===== src/rtl/seq_detector.sv =====
// seq_detector
//
// Configurable symbol-sequence detector. A short history of accepted symbols
// is compared against a loaded pattern of up to DEPTH symbols. Each
// occurrence produces a one-cycle registered match pulse and a saturating
// match count. match_hold stays up while the final pattern symbol keeps
// repeating.
//
// Ports
//   clk             clock, all state updates on the rising edge
//   reset           asynchronous, active-high reset
//   in_valid_i      one symbol on in_sym_i is accepted at this edge
//   in_sym_i        input symbol (SYM_W bits)
//   cfg_load_i      load pattern/length/overlap; clears fill, hold and count
//   cfg_pattern_i   pattern, symbol i (0 = first expected) at [i*SYM_W +: SYM_W]
//   cfg_len_i       active pattern length in symbols (clamped to DEPTH, 0 = off)
//   cfg_overlap_i   1 = overlapping detection, 0 = non-overlapping
//   count_clr_i     synchronous clear of the match counter (wins over a match)
//   match_o         one-cycle pulse the cycle after a matching symbol
//   match_hold_o    high from a match while the last pattern symbol repeats
//   match_count_o   saturating number of matches
//   count_sat_o     high while match_count_o is all ones
module seq_detector #(
    parameter int SYM_W = 2,
    parameter int DEPTH = 4,
    parameter int CNT_W = 8,
    parameter int LEN_W = $clog2(DEPTH + 1)
) (
    input  logic                   clk,
    input  logic                   reset,
    input  logic                   in_valid_i,
    input  logic [SYM_W-1:0]       in_sym_i,
    input  logic                   cfg_load_i,
    input  logic [DEPTH*SYM_W-1:0] cfg_pattern_i,
    input  logic [LEN_W-1:0]       cfg_len_i,
    input  logic                   cfg_overlap_i,
    input  logic                   count_clr_i,
    output logic                   match_o,
    output logic                   match_hold_o,
    output logic [CNT_W-1:0]       match_count_o,
    output logic                   count_sat_o
);

    localparam int               IDX_W   = $clog2(DEPTH);
    localparam logic [LEN_W-1:0] DEPTH_L = LEN_W'(DEPTH);

    // hist_q[0] is the newest accepted symbol, hist_q[DEPTH-1] the oldest.
    logic [SYM_W-1:0] hist_q [DEPTH];
    logic [SYM_W-1:0] hist_d [DEPTH];
    logic [SYM_W-1:0] pat_q  [DEPTH];
    logic [SYM_W-1:0] pat_d  [DEPTH];
    logic [SYM_W-1:0] shifted[DEPTH];

    logic [LEN_W-1:0] fill_q, fill_d;
    logic [LEN_W-1:0] len_q, len_d;
    logic             overlap_q, overlap_d;
    logic             match_q, match_d;
    logic             hold_q, hold_d;
    logic [CNT_W-1:0] count_q, count_d;

    logic             accept;
    logic             hit;
    logic [LEN_W-1:0] fillInc;
    logic [SYM_W-1:0] lastSym;
    int               patIdx;
    int               lastIdx;

    // Next-state logic. The match decision is taken on the history as it will
    // look after this edge: the incoming symbol shifted in at position 0.
    // The newest len symbols, read oldest first, must equal pattern 0..len-1,
    // so history position j lines up with pattern symbol len-1-j.
    always_comb begin
        accept = in_valid_i && !cfg_load_i;

        shifted[0] = in_sym_i;
        for (int k = 1; k < DEPTH; k++) begin
            shifted[k] = hist_q[k-1];
        end

        fillInc = (fill_q == DEPTH_L) ? fill_q : fill_q + LEN_W'(1);

        patIdx = 0;
        hit    = (len_q != '0) && (fillInc >= len_q);
        for (int j = 0; j < DEPTH; j++) begin
            if (LEN_W'(j) < len_q) begin
                patIdx = int'(len_q) - 1 - j;
                if (shifted[j] != pat_q[patIdx[IDX_W-1:0]]) begin
                    hit = 1'b0;
                end
            end
        end

        lastIdx = int'(len_q) - 1;
        lastSym = (len_q != '0) ? pat_q[lastIdx[IDX_W-1:0]] : '0;

        hist_d    = hist_q;
        pat_d     = pat_q;
        fill_d    = fill_q;
        len_d     = len_q;
        overlap_d = overlap_q;
        hold_d    = hold_q;
        count_d   = count_q;
        match_d   = 1'b0;

        if (cfg_load_i) begin
            for (int i = 0; i < DEPTH; i++) begin
                pat_d[i] = cfg_pattern_i[i*SYM_W +: SYM_W];
            end
            len_d     = (cfg_len_i > DEPTH_L) ? DEPTH_L : cfg_len_i;
            overlap_d = cfg_overlap_i;
            fill_d    = '0;
            hold_d    = 1'b0;
            count_d   = '0;
        end else begin
            match_d = accept && hit;
            if (accept) begin
                hist_d = shifted;
                // Non-overlapping mode starts from scratch after a match so no
                // symbol is shared between two occurrences.
                fill_d = (hit && !overlap_q) ? '0 : fillInc;
                if (hit) begin
                    hold_d = 1'b1;
                end else if (in_sym_i != lastSym) begin
                    hold_d = 1'b0;
                end
            end
            if (count_clr_i) begin
                count_d = '0;
            end else if (accept && hit && !(&count_q)) begin
                count_d = count_q + CNT_W'(1);
            end
        end
    end

    // State registers with asynchronous reset.
    always_ff @(posedge clk or posedge reset) begin
        if (reset) begin
            for (int k = 0; k < DEPTH; k++) begin
                hist_q[k] <= '0;
                pat_q[k]  <= '0;
            end
            fill_q    <= '0;
            len_q     <= '0;
            overlap_q <= 1'b0;
            match_q   <= 1'b0;
            hold_q    <= 1'b0;
            count_q   <= '0;
        end else begin
            hist_q    <= hist_d;
            pat_q     <= pat_d;
            fill_q    <= fill_d;
            len_q     <= len_d;
            overlap_q <= overlap_d;
            match_q   <= match_d;
            hold_q    <= hold_d;
            count_q   <= count_d;
        end
    end

    assign match_o       = match_q;
    assign match_hold_o  = hold_q;
    assign match_count_o = count_q;
    assign count_sat_o   = &count_q;

endmodule


===== config.mk =====
export PLATFORM = sky130hd
export DESIGN_NAME = seq_detector
export DESIGN_NICKNAME = d
export VERILOG_FILES = /design/src/rtl/seq_detector.sv
export SDC_FILE = /design/constraint.sdc
export NUM_CORES = 1
export LEC_CHECK = 0
export BUFFER_PORTS_ARGS = -buffer_cell sky130_fd_sc_hd__buf_2
export CAP_MARGIN = 20
export CORE_ASPECT_RATIO = 0.5
export CORE_UTILIZATION = 45
export DETAILED_ROUTE_END_ITERATION = 10
export PLACE_DENSITY_LB_ADDON = 0.1
export SYNTH_ARGS = -nofsm -noshare
export SYNTH_HDL_FRONTEND = slang
export SYNTH_SLANG_ARGS = --single-unit

===== constraint.sdc =====
create_clock -name clk -period 4.1 [get_ports clk]
set_input_delay 0.205 -clock clk [delete_from_list [all_inputs] [get_ports clk]]
set_output_delay 0.205 -clock clk [all_outputs]
set_load 0.03 [all_outputs]

After elaboration in Yosys (flattened, before gate mapping)

Cells that the tools add are included.

Register bits: 31
Bits of input ports: 19
Output and inout bits: 11
Word-level logic and storage cells: 89

Add/subtract/negate cells: 6
Magnitude comparators: 10
Equal/unequal tests: 6
Multiplexer cells: 34
Bitwise logic cells: 5
Reduce and logical (&&, ||, !) cells: 15

Operators with widths:

| cell                                                                | count |
|---|---|
| 8-bit 2-to-1 mux                                                    | 3 |
| 2-bit 2-to-1 mux                                                    | 9 |
| 2-bit binary-select mux with 2-bit select                           | 4 |
| 3-bit 2-to-1 mux                                                    | 5 |
| 1-bit 2-to-1 mux                                                    | 13 |
| 3-bit >= comparator, second input constant                          | 4 |
| 2-bit inverter with 3-bit output                                    | 4 |
| 2-bit != test                                                       | 5 |
| 3-bit nonzero test                                                  | 3 |
| 8-bit by 1-bit adder with 8-bit output, second input constant       | 1 |
| 8-bit AND reduction                                                 | 1 |
| 1-bit by 3-bit < comparator with 1-bit output, first input constant | 2 |
| 2-bit by 3-bit < comparator with 1-bit output, first input constant | 2 |
| 1-bit logical AND                                                   | 5 |
| 2-bit AND reduction                                                 | 2 |
| 2-bit by 1-bit subtractor with 2-bit output, second input constant  | 2 |
| 2-bit subtractor, second input constant                             | 2 |
| 3-bit by 1-bit adder with 3-bit output, second input constant       | 1 |
| 3-bit == test, second input constant                                | 1 |
| 3-bit >= comparator                                                 | 1 |
| 3-bit > comparator, second input constant                           | 1 |
| 1-bit zero test                                                     | 3 |
| 2-bit nonzero test                                                  | 1 |
| 1-bit inverter                                                      | 1 |

Logic depth before layout (Yosys ltp)

Word-level depth: 19
Gate-level depth with buffers: 12
Gate-level depth less buffers: 11

Worst setup path before layout

Ideal clock, no wire load.

Path kind: reg-to-reg
Start: register len_q[0]
End: register fill_q[1]
Library setup time: 0.120 ns
Arrival: 2.723 ns
Data required time: 3.980 ns
Slack: 1.257 ns
Cell stages (with the launch flop): 12
Buffers on the path: 3
Clock period less this slack: 2.843 ns
Path through: dfrtp_1 > buf_4 > clkbuf_4 > inv_2 > ha_1 > buf_6 > mux4_1 > xor2_1 > nor2_1 > o22ai_2 > or3_1 > a41o_1

Cells in the longest elaborated chain, start to end: 18
Elaborated cells on any way between the ends: 43

RTL lines:

| item                                                                                 | line | text |
|---|---|---|
| start: declaration                                                                   | 55   | `logic [LEN_W-1:0] len_q, len_d;` |
| start signal: assignment                                                             | 152  | `len_q <= len_d;` |
| branches (longest 13 deep; another with 2-bit by 1-bit subtractor with 2-bit output) | --   |  |
| 1-bit 2-to-1 mux *                                                                   | 85   | `if (LEN_W'(j) < len_q) begin` |
| 1-bit logical AND *                                                                  | 120  | `fill_d = (hit && !overlap_q) ? '0 : fillInc;` |
| 3-bit 2-to-1 mux *                                                                   | 120  |  |
| 3-bit 2-to-1 mux *                                                                   | 116  | `if (accept) begin` |
| 3-bit 2-to-1 mux *                                                                   | 105  | `if (cfg_load_i) begin` |
| end signal: assignment                                                               | 151  | `fill_q <= fill_d;` |
| end: declaration                                                                     | 54   | `logic [LEN_W-1:0] fill_q, fill_d;` |

Mark *: on every way between the ends. The select of a mux whose other input is x is not followed.
A chain may end at the register's enable or synchronous reset.

Final worst setup path

Start: register len_q[1]
End: register fill_q[1]

Same word-level chain as after synthesis.

==> metrics.csv <==
stage;metric;value;unit
critical_path;Startpoint Class;flip-flop;
placed_design;Final HPWL DP;3029;um
synthesis;Ys Warns;0;
placed_design;Placer Congestion;0.8040;
floorplanning;Core Rows;17;
timing;RSZ-0062 raised after global routing;no;
global_route;initial antenna violation count;0;
power_and_ir_drop;clock share of power;0.303;
synthesis;synthesized area per cell;10.73;sq um
power_and_ir_drop;Pwr Density;370.9;nW/um^2
critical_path;maximum fanout along the worst path;17;
clocking;H-tree Lvls;2;
clocking;clk slew on worst S/H paths;0.06;ns
critical_path;Slowest-stage cell, CP;mux4_1;
detailed_routing;final WL;4105;um
status;status;finished, violations left;
synthesis;Yosys reg bits;31;
power_and_ir_drop;sw frac;0.3103;
synthesis;Gate Count Post-Synth;193;
power_and_ir_drop;Leakage;1.037;nW
detailed_routing;initial DRC count;65;
floorplanning;# IOs;30;
critical_path;Arr. time, crit path;3.20;ns
power_and_ir_drop;Flop pwr share;0.423;
synthesis;synthesized cell area;2071;sq um
floorplanning;die width;97.94;um
timing;Final min period;3.021;ns
critical_path;Worst Path Required;4.27;ns
timing;setup TNS;0;ns
synthesis;area leader, netlist;dfrtp_1;
cells_and_area;Final Cell Area;2344;sq um
clocking;clk_lat worst skew;0.28;ns
detailed_routing;drc violations;3;
floorplanning;Initial Utilization;0.4703;
global_route;number of global-route vias before repair;1462;
critical_path;CP endpoint kind;flip-flop;
timing;WHS;-0.002008;ns
timing;final-report hold violation count;12;
timing;fin crit share;0.7368;
critical_path;reg2reg path depth;8;
floorplanning;die height;49.97;um
global_route;largest net degree at the start of global routing;32;
critical_path;Top delay family on crit path;multiplexers;
cells_and_area;synthesis-to-layout area growth;13.17;%
cells_and_area;fin nets;248;
floorplanning;core area;4403;sq um
clocking;Clock Tree Root;clkbuf_8;
synthesis;Post-synth ARST share;1.000;
synthesis;Main synth FF type;dfrtp_1;
synthesis;Post-Syn Nets;219;
synthesis;Synth top cells by count;dfrtp_1 (31), mux2_2 (15), mux2i_1 (12), nor2_1 (12), nand2_1 (11);
timing;Least-Margin Pin Slew;0.7458;ns
clocking;post-CTS setup buffer count;0;
placed_design;Area after DPL;2243;sq um
clocking;post-cts gate resize count;0;
critical_path;r2r setup slk;1.08;ns
detailed_routing;via count;1527;
critical_path;CP max stage delay;0.64;ns
detailed_routing;Vias/cell;5.454;
synthesis;sequential area share after synthesis;0.3746;
placed_design;Port Buffers;29;
detailed_routing;DR pass1 iterations;7;
power_and_ir_drop;combinational power share;0.274;
global_route;GRT Overall Usage;0.1902;
critical_path;crit path cell chain;inv_1 -> ha_1 -> mux4_1 -> xor2_1 -> nor2_1 -> o22ai_2 -> or3_1 -> a41o_1;
power_and_ir_drop;net switching power;269.8;uW
critical_path;worst reg2reg endpoint;fill_q[1];
critical_path;kind of critical path;reg2reg;
critical_path;reg-to-reg startpoint;len_q[1];
power_and_ir_drop;cell-internal power;599.5;uW
synthesis;post-synth top area share;0.3746;
synthesis;most frequent cell after synthesis;dfrtp_1;
run;Max Cap Viol;0;
clocking;cts hold-fix bufs;0;
clocking;Sink Count;31;
timing;Fmax achieved;331.0;MHz
timing;clock skew;0.003673;ns
global_route;first-pass GRT wire length;7155;um
synthesis;EDFF count, synth;0;
global_route;GR Overflow Total;0;
detailed_routing;drt wl/cell;14.66;um
power_and_ir_drop;Pwr Total;869.3;uW
floorplanning;die area;4893;sq um
cells_and_area;Antenna diodes;0;
clocking;TritonCTS clock tree;built;
status;failing checks;design-rule violations, negative hold slack;
synthesis;Yosys cell types;48;
cells_and_area;share of cells above drive strength 1;0.2870;
timing;Final Setup Violations;0;
synthesis;Synth area leaders;dfrtp_1 (37%), mux2_2 (8.2%), mux2i_1 (5.8%), mux4_1 (5.1%), ha_1 (4.2%);
clocking;TritonCTS buffer count;5;
power_and_ir_drop;VDD IR max;0.1684;mV
cells_and_area;Util after Layout;0.5323;
timing;Slew HR;0.5018;
min_path;Hold WC Path Type;in2async;
detailed_routing;Routed Antenna Nets;0;
clocking;clock buffer depth;2;
timing;Max Slew Vio Count;0;
critical_path;Crit path buffers/inverters;1;
## cell type report
type / count / area [sq um]
fillers: 398 / 2059
multi-input cells: 143 / 1199
flip-flops and latches: 31 / 775.7
repair buffers: 31 / 160.2
clock buffers: 8 / 100.1
well taps: 57 / 71.32
inverters: 10 / 37.54
## metrics by stage
stage	instances	setup slack (ns)
6_report	280	1.079
5_1_grt	280	0.9463
4_1_cts	280	1.065
3_5_place_dp	272	1.085
3_3_place_gp	272	1.166
2_1_floorplan	193	1.257
## logic make-up (layout without fill, tap and decap cells)
family / Yosys count / in the layout / synth area share
mux: 34 / 34 / 0.2145
simple gates: 65 / 65 / 0.1964
fa+ha+maj: 7 / 7 / 0.04229
flops: 31 / 31 / 0.3746
compound gates: 28 / 28 / 0.08762
buf+inv: 19 / 49 / 0.04652
xor+xnor: 9 / 9 / 0.03807
## routing by layer
layer / part of all wire / track usage
met1: 0.52 / 0.2667
met2: 0.44 / 0.2817
met3: 0.034 / 0.05106
met4: 0.011 / 0.06818
met5: 0 / 0
## how the worst max path moves through the flow
stage	start	endpoint	slack, ns	depth (start not counted)
after detailed placement	len_q[1]	fill_q[1]	1.09	8
after global routing	len_q[1]	match_count_o[5]	0.95	8
final	len_q[1]	fill_q[1]	1.08	8
after floorplan	len_q[0]	fill_q[1]	1.26	11
after global placement	len_q[1]	fill_q[1]	1.17	8
after CTS	len_q[1]	fill_q[1]	1.07	8
## registers in the layout (all words and copies together) (netlist names)
name           cells
match_o            1
hist_q             6
pat_q              8
match_hold_o       1
len_q              3
overlap_q          1
fill_q             3
match_count_o      8
## cells in the final DEF, fill, tap and decap left out, types with 2 or more instances in the layout
cell	synthesis	routed
xor2_1	6	6
xnor2_1	3	3
nand2_1	11	11
o31ai_1	5	5
nand4_1	2	2
inv_1	9	9
nand2b_1	2	2
o21ai_0	6	6
nor3_1	4	4
buf_4	1	2
clkbuf_8	0	7
mux2i_2	2	2
mux2_2	15	15
nor2_1	12	12
nor4_4	2	2
ha_1	7	7
nand3_1	7	7
dfrtp_1	31	31
mux4_1	4	4
or3_1	4	4
or4_1	5	5
a21oi_1	8	8
buf_2	2	29
nor3b_1	2	2
or3b_1	2	2
nand3b_1	5	5
mux2i_1	12	12
## power by group through the flow
stage                     clock [mW]  combinational [mW]  sequential (mW)
after floorplan                    0               0.203            0.362
final                          0.263               0.238            0.368
after global placement             0               0.235            0.373
after global routing           0.286               0.261            0.374
after detailed placement           0               0.238            0.374
after CTS                      0.273               0.240            0.368
## worst min-delay path: cells and delay by family
| kind | cells | cell delay (ns) |
|---|---|---|
| buffers and inverters | 3 | 0.49 |
Power figures use the tool's default switching activity.
